==> config.mk <==
export PLATFORM = sky130hd
export DESIGN_NAME = ex_mem_stage
export DESIGN_NICKNAME = d
export VERILOG_FILES = /design/src/rtl/ex_mem_stage.sv
export SDC_FILE = /design/constraint.sdc
export NUM_CORES = 1
export LEC_CHECK = 0
export ABC_AREA = 1
export CORE_UTILIZATION = 35
export DETAILED_ROUTE_END_ITERATION = 10
export PLACE_DENSITY = 0.78
export SLEW_MARGIN = 5
export SYNTH_ARGS = -nofsm -noshare
export SYNTH_HDL_FRONTEND = slang
export SYNTH_SLANG_ARGS = --single-unit
==> constraint.sdc <==
create_clock -name clk -period 1.5 [get_ports clk]
set_clock_uncertainty 0.15 [all_clocks]
set_input_delay 0.225 -clock clk [delete_from_list [all_inputs] [get_ports clk]]
set_output_delay 0.225 -clock clk [all_outputs]
set_load 0.02 [all_outputs]
==> src/rtl/ex_mem_stage.sv <==
// EX/MEM pipeline register plus data-memory formatter: drives word address,
// byte enables and replicated store data, extends load data, flags misalignment.
module ex_mem_stage (
  input  logic        clk,
  input  logic        reset,
  input  logic        stall,
  input  logic        flush,
  input  logic [31:0] ex_pc,
  input  logic [31:0] ex_alu_res,
  input  logic [31:0] ex_rt_data,
  input  logic [3:0]  ex_mem_op,
  input  logic [4:0]  ex_rd_addr,
  input  logic        ex_reg_write,
  input  logic [31:0] dm_rdata,
  output logic [31:0] m_pc,
  output logic [31:0] m_alu_res,
  output logic [4:0]  m_rd_addr,
  output logic        m_reg_write,
  output logic [31:0] dm_addr,
  output logic        dm_we,
  output logic [3:0]  dm_be,
  output logic [31:0] dm_wdata,
  output logic [31:0] m_load_data,
  output logic        m_is_load,
  output logic        m_misalign
);

  localparam logic [3:0] OP_NONE = 4'd0;
  localparam logic [3:0] OP_LW   = 4'd1;
  localparam logic [3:0] OP_LH   = 4'd2;
  localparam logic [3:0] OP_LHU  = 4'd3;
  localparam logic [3:0] OP_LB   = 4'd4;
  localparam logic [3:0] OP_LBU  = 4'd5;
  localparam logic [3:0] OP_SW   = 4'd6;
  localparam logic [3:0] OP_SH   = 4'd7;
  localparam logic [3:0] OP_SB   = 4'd8;

  logic [31:0] pc_reg;
  logic [31:0] alu_res_reg;
  logic [31:0] rt_data_reg;
  logic [3:0]  mem_op_reg;
  logic [4:0]  rd_addr_reg;
  logic        reg_write_reg;

  logic [3:0]  mem_op_next;
  logic        is_load;
  logic        is_store;
  logic        misalign;
  logic [3:0]  be_raw;
  logic [31:0] wdata_raw;
  logic [31:0] byte_rep;
  logic [31:0] half_rep;
  logic [15:0] half_sel;
  logic [7:0]  byte_sel;
  logic [31:0] load_raw;

  // Undefined opcodes are squashed here so the decode below only sees 0-8.
  assign mem_op_next = (ex_mem_op > OP_SB) ? OP_NONE : ex_mem_op;

  always_ff @(posedge clk) begin
    if (reset || flush) begin
      pc_reg        <= '0;
      alu_res_reg   <= '0;
      rt_data_reg   <= '0;
      mem_op_reg    <= OP_NONE;
      rd_addr_reg   <= '0;
      reg_write_reg <= 1'b0;
    end else if (!stall) begin
      pc_reg        <= ex_pc;
      alu_res_reg   <= ex_alu_res;
      rt_data_reg   <= ex_rt_data;
      mem_op_reg    <= mem_op_next;
      rd_addr_reg   <= ex_rd_addr;
      reg_write_reg <= ex_reg_write;
    end
  end

  always_comb begin
    is_load  = 1'b0;
    is_store = 1'b0;
    misalign = 1'b0;
    case (mem_op_reg)
      OP_LW:         begin is_load  = 1'b1; misalign = |alu_res_reg[1:0]; end
      OP_LH, OP_LHU: begin is_load  = 1'b1; misalign = alu_res_reg[0];    end
      OP_LB, OP_LBU: begin is_load  = 1'b1;                               end
      OP_SW:         begin is_store = 1'b1; misalign = |alu_res_reg[1:0]; end
      OP_SH:         begin is_store = 1'b1; misalign = alu_res_reg[0];    end
      OP_SB:         begin is_store = 1'b1;                               end
      default:       ;
    endcase
  end

  // Replicate the store operand across lanes; byte enables pick the live one.
  generate
    for (genvar gi = 0; gi < 4; gi++) begin : g_byte_lane
      assign byte_rep[8*gi +: 8] = rt_data_reg[7:0];
    end
    for (genvar gi = 0; gi < 2; gi++) begin : g_half_lane
      assign half_rep[16*gi +: 16] = rt_data_reg[15:0];
    end
  endgenerate

  always_comb begin
    be_raw    = 4'b0000;
    wdata_raw = '0;
    case (mem_op_reg)
      OP_SW: begin
        be_raw    = 4'b1111;
        wdata_raw = rt_data_reg;
      end
      OP_SH: begin
        be_raw    = alu_res_reg[1] ? 4'b1100 : 4'b0011;
        wdata_raw = half_rep;
      end
      OP_SB: begin
        be_raw    = 4'b0001 << alu_res_reg[1:0];
        wdata_raw = byte_rep;
      end
      default: ;
    endcase
  end

  always_comb begin
    half_sel = alu_res_reg[1] ? dm_rdata[31:16] : dm_rdata[15:0];
    case (alu_res_reg[1:0])
      2'd0:    byte_sel = dm_rdata[7:0];
      2'd1:    byte_sel = dm_rdata[15:8];
      2'd2:    byte_sel = dm_rdata[23:16];
      default: byte_sel = dm_rdata[31:24];
    endcase
    case (mem_op_reg)
      OP_LW:   load_raw = dm_rdata;
      OP_LH:   load_raw = {{16{half_sel[15]}}, half_sel};
      OP_LHU:  load_raw = {16'h0000, half_sel};
      OP_LB:   load_raw = {{24{byte_sel[7]}}, byte_sel};
      OP_LBU:  load_raw = {24'h000000, byte_sel};
      default: load_raw = '0;
    endcase
  end

  assign m_pc        = pc_reg;
  assign m_alu_res   = alu_res_reg;
  assign m_rd_addr   = rd_addr_reg;
  assign m_is_load   = is_load;
  assign m_misalign  = misalign;
  assign m_reg_write = reg_write_reg & ~(is_load & misalign);
  assign dm_addr     = {alu_res_reg[31:2], 2'b00};
  // A stalled store is held off so it commits exactly once, on release.
  assign dm_we       = is_store & ~misalign & ~stall;
  assign dm_be       = misalign ? 4'b0000 : be_raw;
  assign dm_wdata    = wdata_raw;
  assign m_load_data = misalign ? 32'h0 : load_raw;

endmodule

After elaboration in Yosys (flattened, before gate mapping)

Index checks and enable logic that the tools add are counted.

Mux-type cells: 12
Shift-type cells: 1
Order comparisons: 1
Bitwise gates (word level): 7
Reduce and logical (&&, ||, !) cells: 7
Eq/ne operators: 10

Operators by type and width:

| kind                                                               | count |
|---|---|
| 32-bit case mux with 5 select lines                                | 1 |
| 32-bit case mux with 3 select lines                                | 1 |
| 32-bit 2-to-1 mux                                                  | 1 |
| 8-bit case mux with 3 select lines                                 | 1 |
| 4-bit by 3-bit == test with 1-bit output (second input constant)   | 4 |
| 16-bit 2-to-1 mux                                                  | 1 |
| 4-bit 2-to-1 mux                                                   | 3 |
| 4-bit case mux with 3 select lines                                 | 1 |
| 4-bit by 2-bit == test with 1-bit output (second input constant)   | 2 |
| 3-bit OR reduction                                                 | 2 |
| 5-bit OR reduction                                                 | 1 |
| 1-bit AND                                                          | 4 |
| 4-bit by 1-bit == test with 1-bit output (second input constant)   | 1 |
| 4-bit == test (second input constant)                              | 1 |
| 4-bit greater-than comparator (second input constant)              | 1 |
| 2-bit OR reduction                                                 | 2 |
| 1-bit by 2-bit << shifter with 4-bit output (first input constant) | 1 |
| 1-bit inverter                                                     | 3 |
| 2-bit by 1-bit == test with 1-bit output (second input constant)   | 1 |
| 2-bit == test (second input constant)                              | 1 |
| 2-bit zero test                                                    | 1 |
| 1-bit 2-to-1 mux                                                   | 2 |
| 1-bit case mux with 2 select lines                                 | 1 |
| 1-bit logical OR                                                   | 1 |

Bits of input ports: 142
Logic and storage cells: 44
Register bits: 106

Depth between registers and ports, before layout

Gate-level depths: netlist of run 1.

Depth after elaboration: 6
Mapped depth: 10
Mapped depth without buffers: 9

Worst setup path after synthesis of run 1

Ideal clock, no wire load.

Path type: reg2out
Start: register alu_res_reg[1], in the netlist m_alu_res[1]
End: output port m_load_data[10]
Arrival: 1,537 ps
Stages on the path, launching flop included: 7
Setup slack: -412 ps
Buffers on the path: 2
Cells stage by stage: dfxtp_1 > buf_2 > nand2_1 > nand3_1 > nand3_2 > buf_6 > a21oi_1

Word-level cells in the longest chain between the ends: 4
Elaborated cells between the ends (all ways): 9
Classes of those cells: eq/ne (2); mux (5); reduce/logical (2)

RTL lines:

| what                                  | line | RTL |
|---|---|---|
| start, declared                       | 39   | `logic [31:0] alu_res_reg;` |
| start signal, assigned                | 70   | `alu_res_reg <= ex_alu_res;` |
| 2-bit == test (tied with other cells) | 125  | `case (alu_res_reg[1:0])` |
| 8-bit case mux with 3 select lines    | 125  |  |
| 32-bit case mux with 5 select lines   | 131  | `case (mem_op_reg)` |
| 32-bit 2-to-1 mux *                   | 152  | `assign m_load_data = misalign ? 32'h0 : load_raw;` |
| end, declared                         | 23   | `output logic [31:0] m_load_data,` |

Mark *: on every way between the ends. The rest lies on a longest branch, timed or not.

Final worst setup path of run 1

Start: register mem_op_reg[2]
End: output port dm_wdata[15]

Word-level cells in the longest chain between the ends: 2
Elaborated cells between the ends (all ways): 4
Classes of those cells: eq/ne (3); mux (1)

RTL lines:

| what                                                                      | line | RTL |
|---|---|---|
| start, declared                                                           | 41   | `logic [3:0] mem_op_reg;` |
| start signal, assigned                                                    | 72   | `mem_op_reg <= mem_op_next;` |
| 4-bit == test or 4-bit by 3-bit == test with 1-bit output (tied branches) | 106  | `case (mem_op_reg)` |
| 32-bit case mux with 3 select lines *                                     | 106  |  |
| end, declared                                                             | 22   | `output logic [31:0] dm_wdata,` |

Marked as above.

==> impl_metrics.py, run 1 <==
metrics = {
    "die": {
        "row_count": 44,
        "die_h_um": 126,
        "design.core.area_mm2": 0.0148,
        "dieArea_mm2": 0.0159,
        "die-width_um": 126,
        "io-pin-count": 315,
        "initial_core_util": 0.365,
    },
    "sta": {
        "achievable-frequency_mhz": 455,
        "final_critical_path_setup_slack_ns": -0.698,
        "holdWs_ns": 0.217,
        "timing.final.hold_violations": 0,
        "rsz_0062_raised_after_global_routing": "yes",
        "finalWorstPathRequiredPeriod_ns": 2.20,
        "timing.final.crit_share": 1.47,
        "maxSlewViolCount": 0,
        "finalSetupViolCount": 72,
    },
    "global_routing": {
        "groute.usage.overall": 0.255,
        "grt_pass1_wl_um": 32400,
        "grt-ovfl-total": 0,
        "maximum_number_of_pins_on_one_net_before_global_route_repair": 65,
        "number_of_global_route_vias_before_repair": 6509,
        "antenna_violations_before_repair": 0,
    },
    "synth": {
        "share_of_synthesized_area_occupied_by_flip_flops_and_latches": 0.394,
        "synth_cell_type_count": 28,
        "syn-instance-count": 817,
        "ys_ff_latch": 106,
        "synthesis.yosys.warnings": 0,
        "syn_area_per_cell_um2": 6.59,
        "synth.cell_area_mm2": 0.00538,
    },
    "power": {
        "comb_power_share": 0.207,
        "switching_share": 0.276,
        "vdd.ir_drop.worst_mv": 0.651,
        "power.share.clock": 0.350,
        "p_int_w": 0.00485,
        "total_switching_power_w": 0.00185,
        "p_leak_nw": 4.92,
        "total_power_divided_by_cell_area_mw_per_mm2": 651,
        "share_seq_of_total_power": 0.443,
    },
    "finish": {
        "drive_above_1_share": 0.304,
        "n_fill_cell": 1187,
        "finalNetCount": 1302,
        "design_area_mm2": 0.0103,
        "antenna_cells": 0,
        "area_growth_pct": 91.3,
    },
    "worst_setup_path": {
        "cp_max_fo": 4,
        "worst_ep_required_time_ns": 1.12,
        "worstPathArrival_ns": 1.82,
        "cp_slowest_stage_delay_ns": 0.37,
        "worstSetupStartpointType": "register",
        "worstPathCellList": "inv_4, buf_6, nand4_1, buf_6, buf_12, clkinv_8, buf_12, nand2_8, buf_6, o21ai_2, buf_6",
        "critical-path-top-cell-by-count": "buf_6",
        "slowest_stage": "dfxtp_4",
        "setup.worst_path.end_class": "primary output",
        "path_class": "register to primary output",
    },
    "run_status": {
        "failed_checks": "setup timing",
        "run_status": "finished, violations left",
    },
    "placement": {
        "dpl-instance-area_mm2": 0.00926,
        "placement.io_buffers": 312,
        "gp_congestion": 0.892,
        "post-dp-hpwl_um": 14400,
    },
    "route": {
        "drt_pre_antenna_iters": 5,
        "postRouteWirelength_um": 21300,
        "avgRoutedWirePerCell_um": 15.8,
        "postRouteAntennaNets": 0,
        "drt_drc_violations_left": 0,
        "dr.first_iter.drc_count": 385,
        "via_count": 6630,
        "route.detailed.vias_per_inst": 4.91,
    },
    "cts": {
        "source_to_sink_clock_delay_at_the_later_pin_of_the_worst_skew_pair_ns": 0.34,
        "clock_tree_from_tritoncts": "done",
        "cts.htree.levels": 3,
        "cts.root.buffer_cell": "clkbuf_16",
        "cts.reportedPaths.clkPinSlew_ns": 0.07,
        "clock_tree.buffer_depth": 2,
        "clkSinkCount": 106,
        "number_of_buffers_added_by_the_clock_tree_synthesis_step": 9,
    },
    "hold_path": {
        "worstHoldPathType": "primary input to register",
    },
    "flow_run": {
        "cap_violations": 0,
    },
}
[placed cells by master (no fill, tap or decap), drive strengths merged]
cell type	Yosys	routed
o211ai	16	16
a21boi	1	1
buf	58	176
o21ai	22	22
clkbuf	25	11
dfxtp	106	106
nor2	69	69
a21oi	123	123
nor3	7	7
clkdlybuf4s50	0	140
clkdlybuf4s15	0	1
nand4	3	3
conb	1	2
nand3	26	26
clkinv	3	7
or2	2	2
dlygate4sd2	0	96
a211oi	15	15
nand2	281	281
inv	59	61
[per-stage QoR]
stage                     setup TNS (ns)   util  power [W]  setup WS (ns)  instances
final                             -43.68  0.698    0.00670         -0.698       1349
after global routing              -49.85  0.698    0.00700         -0.791       1349
after CTS                         -41.98  0.683    0.00674         -0.736       1340
after detailed placement          -56.21  0.628    0.00437          -1.03       1300
after global placement            -53.41  0.628    0.00436         -0.980       1300
after floorplan                    -5.52      -    0.00362         -0.156        818
[cells in the mapped netlist]
| cell | number | area share |
|---|---|---|
| nand2_1 | 277 | 0.19 |
| a21oi_1 | 121 | 0.11 |
| dfxtp_1 | 106 | 0.39 |
| nor2_1 | 64 | 0.045 |
| inv_1 | 55 | 0.038 |
| buf_4 | 37 | 0.052 |
| clkbuf_1 | 25 | 0.017 |
| nand3_1 | 23 | 0.021 |
| o21ai_0 | 22 | 0.020 |
| o211ai_1 | 16 | 0.022 |
| a211oi_1 | 15 | 0.021 |
| buf_2 | 11 | 0.010 |
| buf_1 | 7 | 0.0049 |
| nor3_1 | 7 | 0.0065 |
| inv_2 | 4 | 0.0028 |
| nand2_2 | 4 | 0.0046 |
| buf_6 | 3 | 0.0063 |
| clkinv_1 | 3 | 0.0021 |
| nand3_2 | 3 | 0.0056 |
| nor2_2 | 3 | 0.0035 |
| a21oi_2 | 2 | 0.0033 |
| nand4_1 | 2 | 0.0023 |
| nor2_4 | 2 | 0.0042 |
| a21boi_0 | 1 | 0.0014 |
| conb_1 | 1 | 0.00070 |
| nand4_2 | 1 | 0.0023 |
| or2_1 | 1 | 0.0012 |
| or2_2 | 1 | 0.0012 |
[final timing paths]
| check | from | endpoint | slack [ns] | cells past startpoint |
|---|---|---|---|---|
| max reg2reg | m_alu_res[0] | m_alu_res[0] | 0.24 | 4 |
| min reg2reg | m_pc[8] | m_pc[8] | 0.31 | 2 |
| max | mem_op_reg[2] | dm_wdata[15] | -0.70 | 11 |
| min | stall | rt_data_reg[0] | 0.22 | 3 |
[routing by layer]
layer,GRT usage,up-vias,wire length [um]
met5,0,-,0
met4,0.133,0,821
met3,0.0722,55,1740
met2,0.446,277,10600
met1,0.281,3036,8140
li1,-,3262,-
[worst max-delay path: cells and delay by family, from the launching register on]
kind / cells / cell delay (ns)
AO/OA/AOI/OAI: 1 / 0.05
AND/OR/NAND/NOR: 2 / 0.17
buffers and inverters: 8 / 0.89
flip-flops: 1 / 0.37
[power by group through the flow]
| stage | Combinational [W] | Sequential (W) | Clock, W |
|---|---|---|---|
| detailed placement | 0.00135 | 0.00302 | 0 |
| finish | 0.00139 | 0.00297 | 0.00235 |
| CTS | 0.00136 | 0.00296 | 0.00242 |
| global route | 0.00149 | 0.00298 | 0.00253 |
| global placement | 0.00134 | 0.00302 | 0 |
| floorplan | 0.000533 | 0.00309 | 0 |
[area by class of cell]
cell class,count,area (um2),area share
repair inverters,1,16.3,0.00158
clock inverters,5,47.5,0.00462
inverters,62,260,0.0253
flip-flops and latches,106,2140,0.208
repair buffers,413,4090,0.397
multi-input cells,567,3260,0.317
clock buffers,11,253,0.0245
well taps,184,230,0.0224
[repair_timing]
item / in CTS / in global routing
hold buffers: 0 / 0
pin swaps: 24 / 18
setup endpoints to repair: 171 / 73
gates cloned: 3 / 0
resized for setup: 599 / 74
setup buffers: 21 / 12
[cell families (layout without fill, tap and decap cells)]
kind of cell | Yosys count | count (layout) | synth area share
simple gates | 388 | 388 | 0.291
flops | 106 | 106 | 0.394
other cells | 1 | 2 | 0.000697
buf+inv | 145 | 492 | 0.134
compound gates | 177 | 177 | 0.181
(Power assumes the default switching activity.)
==> run 2, diff against run 1 <==
--- a/config.mk
+++ b/config.mk
@@ -9,6 +9,7 @@
 export CORE_UTILIZATION = 35
 export DETAILED_ROUTE_END_ITERATION = 10
 export PLACE_DENSITY = 0.78
+export REMOVE_ABC_BUFFERS = 1
 export SLEW_MARGIN = 5
 export SYNTH_ARGS = -nofsm -noshare
 export SYNTH_HDL_FRONTEND = slang
==> run 2 against run 1 <==
The run still ends with setup timing left. Largest power group unchanged. Sequential power is essentially flat. Power shrank 1.3%. Critical path depth shrank 2. Global-route usage grew 0.35 points. Final cell count shrank 0.89%. Design area shrank 3.4%. First-iteration DRC count shrank 28%. Critical path type unchanged. Clock power shrank 2%. Count of clock-buffer cells in the layout shrank 2. Flip-flop and latch count is the same. Worst hold slack gained 0.050 ns. Critical endpoint is now m_load_data[11]. Non-clock buffer count shrank 12.
==> impl_metrics.py, run 2 (synthesis gave the netlist of run 1 again) <==
metrics = {
    "finish": {
        "finalNetCount": 1290,
        "final_cell_count_no_fill": 1337,
        "design_area_mm2": 0.00995,
        "finish.utilization": 0.674,
        "antenna_cells": 0,
        "drive_above_1_share": 0.254,
        "layout_common_cells": "nand2_1 (245), clkdlybuf4s50_1 (140), a21oi_1 (108)",
        "commonest_non_fill_non_tap_cell_in_the_layout": "nand2_1",
        "area_growth_pct": 84.9,
    },
    "worst_setup_path": {
        "setup.worst_path.end_class": "primary output",
        "worstPathCellList": "buf_4, nand4_4, nand2_2, nand2_4, nand2_8, buf_12, buf_16, a21oi_1, buf_4",
        "cp_slowest_stage_delay_ns": 0.37,
        "crit_cells": 9,
        "cp_max_fo": 7,
        "worstPathArrival_ns": 1.78,
        "path_class": "register to primary output",
        "slowest_stage": "dfxtp_4",
        "timing.critical_path.from": "mem_op_reg[2]",
        "setup.reg_to_reg.worst_slack_ns": 0.32,
        "critical_path_buf_inv_count": 4,
        "worst_ep_required_time_ns": 1.12,
        "critical-path-top-cell-by-count": "buf_4",
        "worstSetupStartpointType": "register",
        "crit_path_max_delay_family": "buffers and inverters",
        "r2r_start": "m_alu_res[0]",
        "reg2regPathDepth": 3,
    },
    "power": {
        "p_leak_nw": 4.68,
        "vdd.ir_drop.worst_mv": 0.743,
        "total_power_divided_by_cell_area_mw_per_mm2": 665,
        "total_power_w": 0.00662,
    },
    "route": {
        "drt_pre_antenna_iters": 5,
        "dr.first_iter.drc_count": 278,
        "drt_drc_violations_left": 0,
        "postRouteAntennaNets": 0,
        "route.detailed.vias_per_inst": 4.89,
        "avgRoutedWirePerCell_um": 16.0,
        "via_count": 6544,
        "postRouteWirelength_um": 21400,
    },
    "placement": {
        "placement.io_buffers": 312,
        "post-place-cells": 1299,
        "gp_congestion": 0.885,
        "dpl-instance-area_mm2": 0.00891,
        "post-dp-hpwl_um": 15600,
    },
    "cts": {
        "cts.htree.levels": 3,
        "clock_tree_from_tritoncts": "done",
        "clkSinkCount": 106,
        "cts.reportedPaths.clkPinSlew_ns": 0.08,
        "clock_tree.buffer_depth": 2,
        "source_to_sink_clock_delay_at_the_later_pin_of_the_worst_skew_pair_ns": 0.35,
        "cts.root.buffer_cell": "clkbuf_16",
        "cts_hold_buf": 0,
        "number_of_buffers_added_by_the_clock_tree_synthesis_step": 9,
    },
    "global_routing": {
        "grt_pass1_wl_um": 32200,
        "maximum_number_of_pins_on_one_net_before_global_route_repair": 59,
        "grt-ovfl-total": 0,
        "groute.usage.overall": 0.258,
        "number_of_global_route_vias_before_repair": 6164,
        "antenna_violations_before_repair": 0,
    },
    "sta": {
        "final_critical_path_setup_slack_ns": -0.659,
        "achievable-frequency_mhz": 463,
        "timing.final.crit_share": 1.44,
        "maxSlewViolCount": 0,
        "rsz_0062_raised_after_global_routing": "yes",
        "timing.final.hold_violations": 0,
        "finalSetupViolCount": 73,
        "finalWorstPathRequiredPeriod_ns": 2.16,
    },
    "flow_run": {
        "cap_violations": 0,
    },
    "die": {
        "die_h_um": 126,
        "design.core.area_mm2": 0.0148,
        "row_count": 44,
        "dieArea_mm2": 0.0159,
        "initial_core_util": 0.365,
        "die-width_um": 126,
        "io-pin-count": 315,
    },
    "hold_path": {
        "timing.hold.worst.start": "ex_rt_data[23]",
        "min_path_cells": 3,
        "worstHoldPathType": "primary input to register",
    },
    "run_status": {
        "failed_checks": "setup timing",
        "run_status": "finished, violations left",
    },
}
run 2: changes by cell type in the layout (fill, tap and decap cells not counted), sizes merged:
cell	delta
buf	-14
clkdlybuf4s15	+8
dlygate4sd2	-8
clkinv	-3
clkinvlp	+3
inv	+1
nand2	+1
run 2: layer usage:
metal / part of all wire / global-route usage
met5: 0 / 0
met3: 0.077 / 0.0646
met4: 0.027 / 0.103
met2: 0.53 / 0.476
met1: 0.37 / 0.282
run 2: final cells by class:
class                   count  area, um2
fillers                  1230       4800
inverters                  62        246
well taps                 184        230
clock inverters             7       63.8
flip-flops and latches    106       2140
clock buffers               9        225
multi-input cells         568       3030
repair buffers            401       4010
run 2: path summary, 6_finish.rpt:
kind                          end
setup / recovery  m_load_data[11]
hold / removal    rt_data_reg[23]
setup reg to reg     m_alu_res[0]
hold reg to reg           m_pc[1]
run 2: repair_timing:
action	CTS	global route
endpoints found under the setup margin	171	82
cloned	1	2
buffers inserted	9	11
pin swaps	15	28
gates resized for setup	592	110
run 2: worst min-delay path: stages:
cell	delay (ns)
clkdlybuf4s50_1	0.39
nand2_1	0.06
a21oi_1	0.05
run 2: stage by stage:
stage | setup TNS, ns | hold WS, ns | worst slack [ns]
2_1_floorplan | -86.21 | 0.171 | -0.943
3_3_place_gp | -61.77 | 0.299 | -0.968
3_5_place_dp | -64.49 | 0.302 | -1.07
4_1_cts | -38.99 | 0.260 | -0.617
5_1_grt | -44.89 | 0.266 | -0.711
6_report | -39.42 | 0.268 | -0.659
run 2: power by group:
| part | total (W) | internal (W) | switching (W) |
|---|---|---|---|
| Clock | 0.00231 | 0.00116 | 0.00115 |
| Sequential | 0.00296 | 0.00290 | 0.0000662 |
| Combinational | 0.00134 | 0.000693 | 0.000650 |
